`src/rtl/forward_ctrl.sv`:
```
// EX-stage operand forwarding selects and load-use stall detection, driven from a
// private shadow of the ID/EX, EX/MEM and MEM/WB destination/control state.

module forward_ctrl_lane #(
    parameter int         REG_AW   = 5,
    parameter logic [1:0] FW_MEMWB = 2'b01,
    parameter logic [1:0] FW_EXMEM = 2'b10
) (
    input  logic [REG_AW-1:0] src_i,
    input  logic [REG_AW-1:0] mem_rd_i,
    input  logic              mem_rw_i,
    input  logic [REG_AW-1:0] wb_rd_i,
    input  logic              wb_rw_i,
    output logic [1:0]        sel_o
);
    logic mem_hit, wb_hit;

    // $0 is hard-wired zero, so a write to it is never a valid forwarding source
    assign mem_hit = mem_rw_i && (mem_rd_i != '0) && (mem_rd_i == src_i);
    assign wb_hit  = wb_rw_i  && (wb_rd_i  != '0) && (wb_rd_i  == src_i);

    always_comb begin
        sel_o = 2'b00;
        if (mem_hit)
            sel_o = FW_EXMEM;
        else if (wb_hit)
            sel_o = FW_MEMWB;
    end
endmodule

module forward_ctrl #(
    parameter int         REG_AW   = 5,
    parameter logic [1:0] FW_MEMWB = 2'b01,
    parameter logic [1:0] FW_EXMEM = 2'b10
) (
    input  logic              clk_i,
    input  logic              rst_i,
    input  logic [REG_AW-1:0] id_rs_i,
    input  logic [REG_AW-1:0] id_rt_i,
    input  logic [REG_AW-1:0] id_rd_i,
    input  logic              id_regwrite_i,
    input  logic              id_memread_i,
    input  logic              flush_i,
    input  logic              hold_i,
    output logic [1:0]        fw_a_o,
    output logic [1:0]        fw_b_o,
    output logic              stall_o
);
    localparam int NUM_OPS = 2;

    typedef struct packed {
        logic [REG_AW-1:0] rs;
        logic [REG_AW-1:0] rt;
        logic [REG_AW-1:0] rd;
        logic              rw;
        logic              mr;
    } ex_st_t;

    // Load status is only consulted in EX, so later stages drop it
    typedef struct packed {
        logic [REG_AW-1:0] rd;
        logic              rw;
    } late_st_t;

    ex_st_t   ex_q,  ex_d;
    late_st_t mem_q, mem_d;
    late_st_t wb_q,  wb_d;

    logic                           bubble;
    logic [NUM_OPS-1:0][REG_AW-1:0] ex_src;
    logic [NUM_OPS-1:0][1:0]        fw_sel;

    assign stall_o = ex_q.mr && (ex_q.rd != '0) &&
                     ((ex_q.rd == id_rs_i) || (ex_q.rd == id_rt_i));
    assign bubble  = stall_o || flush_i;

    always_comb begin
        ex_d  = ex_q;
        mem_d = mem_q;
        wb_d  = wb_q;
        if (!hold_i) begin
            wb_d  = mem_q;
            mem_d = '{rd: ex_q.rd, rw: ex_q.rw};
            if (bubble)
                ex_d = '0;
            else
                ex_d = '{rs: id_rs_i, rt: id_rt_i, rd: id_rd_i,
                         rw: id_regwrite_i, mr: id_memread_i};
        end
    end

    always_ff @(posedge clk_i or negedge rst_i) begin
        if (!rst_i) begin
            ex_q  <= '0;
            mem_q <= '0;
            wb_q  <= '0;
        end else begin
            ex_q  <= ex_d;
            mem_q <= mem_d;
            wb_q  <= wb_d;
        end
    end

    assign ex_src[0] = ex_q.rs;
    assign ex_src[1] = ex_q.rt;

    for (genvar g = 0; g < NUM_OPS; g++) begin : g_op
        forward_ctrl_lane #(
            .REG_AW  (REG_AW),
            .FW_MEMWB(FW_MEMWB),
            .FW_EXMEM(FW_EXMEM)
        ) u_lane (
            .src_i   (ex_src[g]),
            .mem_rd_i(mem_q.rd),
            .mem_rw_i(mem_q.rw),
            .wb_rd_i (wb_q.rd),
            .wb_rw_i (wb_q.rw),
            .sel_o   (fw_sel[g])
        );
    end

    assign fw_a_o = fw_sel[0];
    assign fw_b_o = fw_sel[1];
endmodule

```
`config.mk`:
```
export PLATFORM = sky130hd
export DESIGN_NAME = forward_ctrl
export DESIGN_NICKNAME = d
export VERILOG_FILES = /design/src/rtl/forward_ctrl.sv
export SDC_FILE = /design/constraint.sdc
export NUM_CORES = 1
export LEC_CHECK = 0
export BUFFER_PORTS_ARGS = -buffer_cell sky130_fd_sc_hd__buf_2
export CELL_PAD_IN_SITES_DETAIL_PLACEMENT = 1
export CELL_PAD_IN_SITES_GLOBAL_PLACEMENT = 1
export CORE_ASPECT_RATIO = 1.25
export CORE_MARGIN = 1.5
export CORE_UTILIZATION = 47
export CTS_CLUSTER_SIZE = 30
export DETAILED_ROUTE_END_ITERATION = 8
export MAX_ROUTING_LAYER = met4
export PLACE_DENSITY_LB_ADDON = 0.1
export SLEW_MARGIN = 5
export SYNTH_ARGS = -nofsm -noshare
export SYNTH_HDL_FRONTEND = slang
export SYNTH_SLANG_ARGS = --single-unit
export TNS_END_PERCENT = 1
```
`constraint.sdc`:
```
create_clock -name clk_i -period 3.34 [get_ports clk_i]
set_input_delay 0.835 -clock clk_i [delete_from_list [all_inputs] [get_ports clk_i]]
set_output_delay 0.835 -clock clk_i [all_outputs]
set_load 0.1 [all_outputs]
```
* After elaboration in Yosys (flattened, before gate mapping)
Cells that the tools add are included.
Operators by class: mux-type cells 5, equality and inequality tests 6, reduce and logical (&&, ||, !) cells 13
Operators with widths (number):
- == test 5 bit | 6
- two-way mux 17 bit | 1
- nonzero test 5 bit | 3
- logical AND 1 bit | 8
- two-way mux 2 bit | 2
- logical OR 1 bit | 2
- two-way mux 1 bit | 2
Word-level totals: input port bits 21, bits in registers 29

* Depth between registers and ports, before layout
Gate-level depths: netlist (run 1).
depth after elaboration 5, depth in mapped cells 6, gate-level depth less buffers 4

* By module
Synthesis (run 1) repeated with hierarchy kept, for this count alone.
Second synthesis, totals: cells, all modules 162, area, all modules 1715.4 sq um
By module, submodules not included:
- forward_ctrl | instances 1, cells each 120, area an instance 1397.6 sq um
- forward_ctrl_lane | instances 2, cells each 21, area an instance 158.9 sq um

* Worst setup path before layout (run 1)
No wires, ideal clock.
path type reg-to-output, start register mem_q[5] in the netlist's numbering, end output fw_a_o[0], arrival 2919 ps, path buffers 0, cell stages (with the launch flop) 5, required time 2505 ps, setup slack -414 ps, cells stage by stage dfrtp_1 or4_1 o21ai_1 nor4_1 nor4_2
Between the ends: cells in the longest elaborated chain, start to end 4
RTL lines:
- start: declaration | line 66 | late_st_t mem_q, mem_d;
- start signal: assignment | line 99 | mem_q <= mem_d;
- nonzero test 5 bit | line 19 | assign mem_hit = mem_rw_i && (mem_rd_i != '0) && (mem_rd_i == src_i);
- logical AND 1 bit | line 19
- logical AND 1 bit (*) | line 19
- named net g_op[0].u_lane.mem_hit | line 16 | logic mem_hit, wb_hit;
- two-way mux 2 bit (*) | line 24 | if (mem_hit)
- end: declaration | line 45 | output logic [1:0] fw_a_o,
The timed path passes the listed nets; every way through them passes the cells marked *.

* Worst setup path after layout (run 1)
start register mem_q[5] in the netlist's numbering, end output fw_b_o[0]
Between the ends: cells in the longest elaborated chain, start to end 4
RTL lines:
- nonzero test 5 bit | line 19
- logical AND 1 bit | line 19
- logical AND 1 bit (*) | line 19
- two-way mux 2 bit (*) | line 24
- end: declaration | line 46 | output logic [1:0] fw_b_o,
Mark *: on every way between the ends. The rest lies on a longest branch, timed or not.

==> impl_metrics.py, run 1 <==
metrics = {
    "clock_tree": {
        "cts_setup_buffers": 0,
        "clk_root_buffer_cell": "clkbuf_8",
        "clock_pin_slew_worst_setup_and_hold_paths_ps": 60,
        "cts-resized-gates": 0,
        "numCtsBuffers": 5,
        "cts-htree-levels": 2,
        "clockBufferDepth": 2,
        "tritoncts": "yes",
        "cts_hold_buf": 0,
        "worst_skew_pair.late_latency_ps": 280,
        "clock_sinks": 29,
    },
    "critical_path": {
        "reg2reg_to": "ex_q[9]$_DFFE_PN0N_",
        "worst_path_maximum_fanout": 5,
        "critical_path_arrival_ps": 2330,
        "r2r.worst_path.cells": 5,
        "worstSetupPathType": "register to primary output",
        "path_cells": "or4_1, o21ai_1, nor4_1, nor4_2, buf_2",
        "critical_path.startpoint_type": "register",
        "rr_startpoint": "ex_q[4]$_DFFE_PN0N_",
        "crit_required_ps": 2500,
        "critPathSlowestCell": "or4_1",
        "cp-startpoint": "mem_q[5]$_DFFE_PN0N_",
        "worst_setup_path_endpoint": "fw_b_o[0]",
        "critical-path-max-stage-delay_ps": 550,
        "cp-end-kind": "primary output",
        "ff2ff_setup_slack_ps": 1550,
    },
    "drt": {
        "drt-initial-drc-count": 32,
        "dr_total_vias": 1303,
        "remaining_antenna_violation_count_after_routing": 0,
        "wire_per_inst_um": 18.65,
        "totalWireLength_mm": 4.065,
        "drt-pass1-iter-count": 4,
        "detail_route.drc_violations": 0,
        "route.detailed.vias_per_inst": 5.977,
    },
    "power": {
        "power.ir.vdd_worst_mv": 0.3168,
        "power_leakage_uw": 0.0008055,
        "power_density_normalized_to_cell_area_nw_per_um2": 561.7,
        "fin_total_pwr_uw": 1076,
    },
    "finish": {
        "nets": 199,
        "commonest_non_fill_non_tap_cell_in_the_layout": "dfrtp_1",
        "antenna_cells_inserted": 0,
        "highest_count_cells_in_the_layout_ignoring_fill_and_taps": "29 x dfrtp_1, 24 x buf_2, 19 x nand2_1",
        "post_route_cells_drive_above_1_share_pct": 34.64,
        "filler_cell_count": 399,
        "area_overhead_of_the_layout_relative_to_synthesis_pct": 14.34,
        "design_area_um2": 1916,
    },
    "floorplanning": {
        "die_height_um": 69.75,
        "fp.coreArea_um2": 3453,
        "floorplan.die.width_um": 56.40,
        "num_io_pins": 26,
        "placementRows": 24,
        "floorplan.die_area_um2": 3934,
        "initial_core_util_pct": 48.51,
    },
    "synth": {
        "synth_edf_count": 0,
        "yosysWarnings": 0,
        "synthesis.area_per_instance_um2": 10.88,
        "postSynthRegisterBits": 29,
        "synth.cell_area_um2": 1675,
        "synth_nets": 175,
        "post_synth_num_cell_types": 23,
        "synth_top_flop_cell": "dfrtp_1",
        "yosysSeqAreaShare_pct": 43.32,
        "syn-instance-count": 154,
        "synthArstFlopShare_pct": 100.0,
    },
    "run": {
        "max_cap_violations": 0,
    },
    "sta": {
        "grt_setup_unrepaired": "no",
        "max-slew-margin-rel_pct": 57.34,
        "fin_tns_setup_ps": 0,
        "hold-worst-slack_ps": 515.0,
        "timing_max_transition_violations_final": 0,
        "layout_worst_path_cycle_share_pct": 94.81,
        "worst_slew_pin_slew_ps": 634.1,
        "report.final.setup_viol": 0,
        "achievable-frequency_ghz": 0.3158,
        "timing_hold_violations_final": 0,
        "fin_crit_ps": 3167,
        "final.setup_skew_ps": 2.235,
    },
    "global_routing": {
        "grt_usage_pct": 24.30,
        "vias_in_the_first_global_route": 1464,
        "antenna_violations_before_repair": 0,
        "global_route_wire_length_before_repair_mm": 7.120,
        "pin_count_of_the_biggest_net_entering_global_routing": 31,
        "grt_overflow": 0,
    },
    "placed_design": {
        "dpl_cell_area_um2": 1833,
        "io_buffer_count": 25,
        "routabilityCongestion": 0.8686,
        "place_hpwl_mm": 2.977,
    },
    "outcome": {
        "status": "completed",
    },
    "hold_path": {
        "hold_path_class": "register to register",
    },
}
synthesized netlist by cell type (3+ instances only):
master / count / area [µm²]
a32oi_1: 17 / 148.9
buf_2: 3 / 15.01
buf_4: 3 / 22.52
clkbuf_1: 3 / 11.26
dfrtp_1: 29 / 725.7
mux2_2: 12 / 135.1
nand2_1: 19 / 71.32
nand3_1: 4 / 20.02
o21ai_0: 4 / 20.02
o21ai_1: 6 / 30.03
o21ai_2: 9 / 78.83
or4_1: 4 / 30.03
xnor2_1: 16 / 140.1
xor2_1: 14 / 122.6
routing by layer:
| layer | vias to the layer above | share of wire, % | track usage (%) |
|---|---|---|---|
| met4 | 0 | 1.9 | 9.788 |
| met3 | 10 | 3.5 | 3.545 |
| met5 | - | 0 | - |
| met1 | 645 | 43 | 28.80 |
| li1 | 616 | - | - |
| met2 | 32 | 52 | 41.18 |
critical path, delay by kind of cell (launching register included):
family,cells,cell delay [ps]
AOI/OAI and AO/OA,1,200
and+or+nand+nor,3,960
DFF,1,430
buffers and inverters,1,470
where the power goes:
group	total [µW]	leakage (µW)	switching, µW	internal, µW
clock network	270	0.0000450	126	144
logic	305	0.000397	165	139
registers	501	0.000363	89.1	412
metrics by stage:
step	std cells	worst slack [ps]	util [%]
after floorplan	154	-414.2	-
after global placement	210	581.9	53.08
after detailed placement	210	476.9	53.08
after CTS	218	174.9	55.47
after global routing	218	23.80	55.47
final	218	173.3	55.47
cell type report:
class / instances / area (µm²) / area share, %
Timing Repair Buffer: 28 / 162.7 / 8.491
Clock inverter: 2 / 10.01 / 0.5225
Tap cell: 39 / 48.80 / 2.547
Sequential cell: 29 / 725.7 / 37.88
Clock buffer: 6 / 72.57 / 3.788
Multi-Input combinational cell: 114 / 895.9 / 46.77
state kept, by name, indices dropped and copies added (netlist names):
| signal | flops |
|---|---|
| ex_q | 17 |
| wb_q | 6 |
| mem_q | 6 |
worst min-delay path by stage:
stage                                     end  cells after the start  slack (ps)                 from
after global routing      wb_q[0]$_DFFE_PN0N_                      1         550  wb_q[0]$_DFFE_PN0N_
after floorplan           ex_q[1]$_DFFE_PN0N_                      2         460  ex_q[1]$_DFFE_PN0N_
final                     wb_q[0]$_DFFE_PN0N_                      1         510  wb_q[0]$_DFFE_PN0N_
after CTS                 wb_q[0]$_DFFE_PN0N_                      1         520  wb_q[0]$_DFFE_PN0N_
after global placement    wb_q[0]$_DFFE_PN0N_                      1         500  wb_q[0]$_DFFE_PN0N_
after detailed placement  wb_q[0]$_DFFE_PN0N_                      1         510  wb_q[0]$_DFFE_PN0N_
cells by family (layout without fill, tap and decap cells):
| kind of cell | after synthesis | in the layout | synth area share, % |
|---|---|---|---|
| AO/OA/AOI/OAI | 38 | 38 | 18.30 |
| XOR/XNOR | 30 | 30 | 15.68 |
| buffers and inverters | 11 | 36 | 3.883 |
| flip-flops | 29 | 29 | 43.32 |
| multiplexers | 12 | 12 | 8.066 |
| AND/OR/NAND/NOR | 34 | 34 | 10.75 |
No activity file was read; power rests on OpenSTA's default activity.
==> run 2: changes to the inputs <==
==> config.mk (replaced) <==
export PLATFORM = sky130hd
export DESIGN_NAME = forward_ctrl
export DESIGN_NICKNAME = d
export VERILOG_FILES = /design/src/rtl/forward_ctrl.sv
export SDC_FILE = /design/constraint.sdc
export NUM_CORES = 1
export LEC_CHECK = 0
export CELL_PAD_IN_SITES_DETAIL_PLACEMENT = 1
export CELL_PAD_IN_SITES_GLOBAL_PLACEMENT = 1
export CORE_ASPECT_RATIO = 0.6
export CORE_MARGIN = 1.5
export CORE_UTILIZATION = 52
export CTS_CLUSTER_SIZE = 30
export DETAILED_ROUTE_END_ITERATION = 8
export DONT_BUFFER_PORTS = 1
export MAX_ROUTING_LAYER = met4
export PLACE_DENSITY_LB_ADDON = 0.1
export SLEW_MARGIN = 5
export SYNTH_ARGS = -nofsm -noshare
export SYNTH_HDL_FRONTEND = slang
export SYNTH_HIERARCHICAL = 1
export SYNTH_SLANG_ARGS = --single-unit
export TNS_END_PERCENT = 1
==> run 2 against run 1 <==
Global-route usage up 4.3 points. Count of clock-buffer cells in the layout unchanged. Fmax increased by 15%. Sequential share of layout area is 0.25 points lower. Via count increased by 1.9%. Utilization rose by 8.7 points. Non-clock buffer count decreased by 20. Die area fell by 6.9%. Combinational power about the same. Sequential power up 2%.
==> impl_metrics.py, run 2 <==
metrics = {
    "global_routing": {
        "grt_overflow": 0,
        "global_route_wire_length_before_repair_mm": 7.286,
        "antenna_violations_before_repair": 0,
        "pin_count_of_the_biggest_net_entering_global_routing": 35,
        "vias_in_the_first_global_route": 1395,
        "grt_usage_pct": 28.58,
    },
    "floorplanning": {
        "num_io_pins": 26,
        "initial_core_util_pct": 57.12,
        "floorplan.die_area_um2": 3664,
        "fp.coreArea_um2": 3003,
        "placementRows": 15,
        "floorplan.die.width_um": 77.15,
        "die_height_um": 47.49,
    },
    "power": {
        "power_leakage_uw": 0.0007226,
        "power_density_normalized_to_cell_area_nw_per_um2": 623.3,
        "power.ir.vdd_worst_mv": 0.3352,
    },
    "critical_path": {
        "cp-end-kind": "primary output",
        "path_cells": "nor4_1, nor3_1, a21oi_1, nor3_4, buf_4",
        "worst_path_maximum_fanout": 4,
        "critical_path_arrival_ps": 1910,
        "critical_path.startpoint_type": "register",
        "critical-path-max-stage-delay_ps": 510,
        "critPathSlowestCell": "nor4_1",
        "critPathTopFamily": "simple AND/OR/NAND/NOR gates",
        "critical_path.n_buffers_inverters": 1,
        "worstSetupPathType": "register to primary output",
        "crit_required_ps": 2500,
    },
    "sta": {
        "hold-worst-slack_ps": 245.4,
        "report.final.setup_viol": 0,
        "achievable-frequency_ghz": 0.3638,
        "fin_tns_setup_ps": 0,
        "max-slew-margin-rel_pct": 66.32,
        "grt_setup_unrepaired": "no",
        "worst_slew_pin_slew_ps": 500.6,
        "timing_max_transition_violations_final": 0,
        "final.setup_skew_ps": 2.090,
        "layout_worst_path_cycle_share_pct": 82.29,
        "fin_crit_ps": 2748,
        "timing_hold_violations_final": 0,
    },
    "placed_design": {
        "dpl_cell_area_um2": 1808,
        "placed_cells_incl_taps": 201,
        "place_hpwl_mm": 2.978,
        "io_buffer_count": 0,
        "routabilityCongestion": 0.8507,
    },
    "clock_tree": {
        "clock_pin_slew_worst_setup_and_hold_paths_ps": 70,
        "clockBufferDepth": 2,
        "cts-htree-levels": 2,
        "worst_skew_pair.late_latency_ps": 280,
        "cts_setup_buffers": 0,
        "numCtsBuffers": 5,
        "clk_root_buffer_cell": "clkbuf_8",
        "tritoncts": "yes",
        "clock_sinks": 29,
        "cts-resized-gates": 0,
        "cts_hold_buf": 0,
    },
    "finish": {
        "area_overhead_of_the_layout_relative_to_synthesis_pct": 12.40,
        "biggestRegsByFlops": "ex_q: 17 flops, mem_q: 6 flops, wb_q: 6 flops",
        "final_util_pct": 64.21,
        "filler_cell_count": 320,
        "commonest_non_fill_non_tap_cell_in_the_layout": "dfrtp_1",
        "multi_input_comb_area_um2": 957.2,
        "antenna_cells_inserted": 0,
        "max_flop_register": "ex_q",
        "highest_count_cells_in_the_layout_ignoring_fill_and_taps": "29 x dfrtp_1, 23 x nand2_1, 20 x xnor2_1",
        "finish.cell_count_without_fillers": 209,
        "seq_area_um2": 725.7,
        "post_route_cells_drive_above_1_share_pct": 28.74,
        "nets": 187,
        "design_area_um2": 1928,
        "largest_reg_flops": 17,
    },
    "synth": {
        "synth.most_common_cell": "dfrtp_1",
        "synth_top_cells_by_count": "29 x dfrtp_1, 23 x nand2_1, 20 x xnor2_1",
        "synthArstFlopShare_pct": 100.0,
        "yosysSeqAreaShare_pct": 42.30,
        "netlist.top_cell.by_area": "dfrtp_1",
        "post_synth_num_cell_types": 26,
        "syn-instance-count": 162,
        "synthesis.area_per_instance_um2": 10.59,
        "synth.top_cells.by_area": "dfrtp_1 42%, xnor2_1 10%, a32oi_1 8.7%",
        "postSynthRegisterBits": 29,
        "yosysWarnings": 6,
        "yosysTopAreaCellShare_pct": 42.30,
        "synth_edf_count": 0,
        "synth_top_flop_cell": "dfrtp_1",
        "synth.cell_area_um2": 1715,
        "synth_nets": 183,
    },
    "drt": {
        "drt-pass1-iter-count": 4,
        "remaining_antenna_violation_count_after_routing": 0,
        "route.detailed.vias_per_inst": 6.354,
        "dr_total_vias": 1328,
        "wire_per_inst_um": 20.79,
        "totalWireLength_mm": 4.345,
        "drt-initial-drc-count": 87,
        "detail_route.drc_violations": 0,
    },
    "outcome": {
        "status": "completed",
    },
    "hold_path": {
        "hold_path_class": "primary input to asynchronous set/reset pin",
    },
    "run": {
        "max_cap_violations": 0,
    },
}
-- run 2: cell types whose count changed in the layout (fill, tap and decap cells not counted), sizes merged, moves of 4 or more --
cell,change
xnor2,+4
buf,-20
xor2,-8
or4,-4
nor3,+6
nand2,+4
-- run 2: final timing paths --
check	startpoint	endpoint	slack [ps]	cells past startpoint
max reg2reg	ex_q[3]$_DFFE_PN0N_	ex_q[11]$_DFFE_PN0N_	1570	5
min in group clk_i	ex_q[1]$_DFFE_PN0N_	ex_q[1]$_DFFE_PN0N_	510	2
max	ex_q[12]$_DFFE_PN0N_	fw_a_o[0]	590	5
max in group asynchronous	rst_i	ex_q[1]$_DFFE_PN0N_	3020	0
min reg2reg	ex_q[1]$_DFFE_PN0N_	ex_q[1]$_DFFE_PN0N_	510	2
min	rst_i	ex_q[3]$_DFFE_PN0N_	250	0
-- run 2: through the flow --
step	power, µW	setup WS (ps)
2_1_floorplan	734.8	269.9
3_3_place_gp	799.4	803.0
3_5_place_dp	819.8	804.1
4_1_cts	1209	609.1
5_1_grt	1264	466.2
6_report	1202	591.5
-- run 2: cells by family after synthesis --
group,count (synthesis),share of synthesized area [%]
AO/OA/AOI/OAI,42,21.22
AND/OR/NAND/NOR,42,11.52
flip-flops,29,42.31
XOR/XNOR,26,13.28
multiplexers,12,7.877
buffers and inverters,11,3.792
-- run 2: area by class of cell --
cell class,instances,share of cell area (%)
Clock buffer,6,4.283
Clock inverter,2,1.947
Multi-Input combinational cell,122,49.64
Sequential cell,29,37.64
Tap cell,42,2.726
Timing Repair Buffer,8,3.764
-- run 2: metal layers --
metal	vias to the layer above	share of wire, %	GRT usage [%]
met5	-	0	-
met4	0	1.5	10.18
met3	7	6.4	7.619
met2	54	45	44.39
met1	661	47	37.12
li1	606	-	-
-- run 2: power breakdown --
group          internal, µW  switching (µW)
logic                   144             163
registers               411             101
clock network           242             140
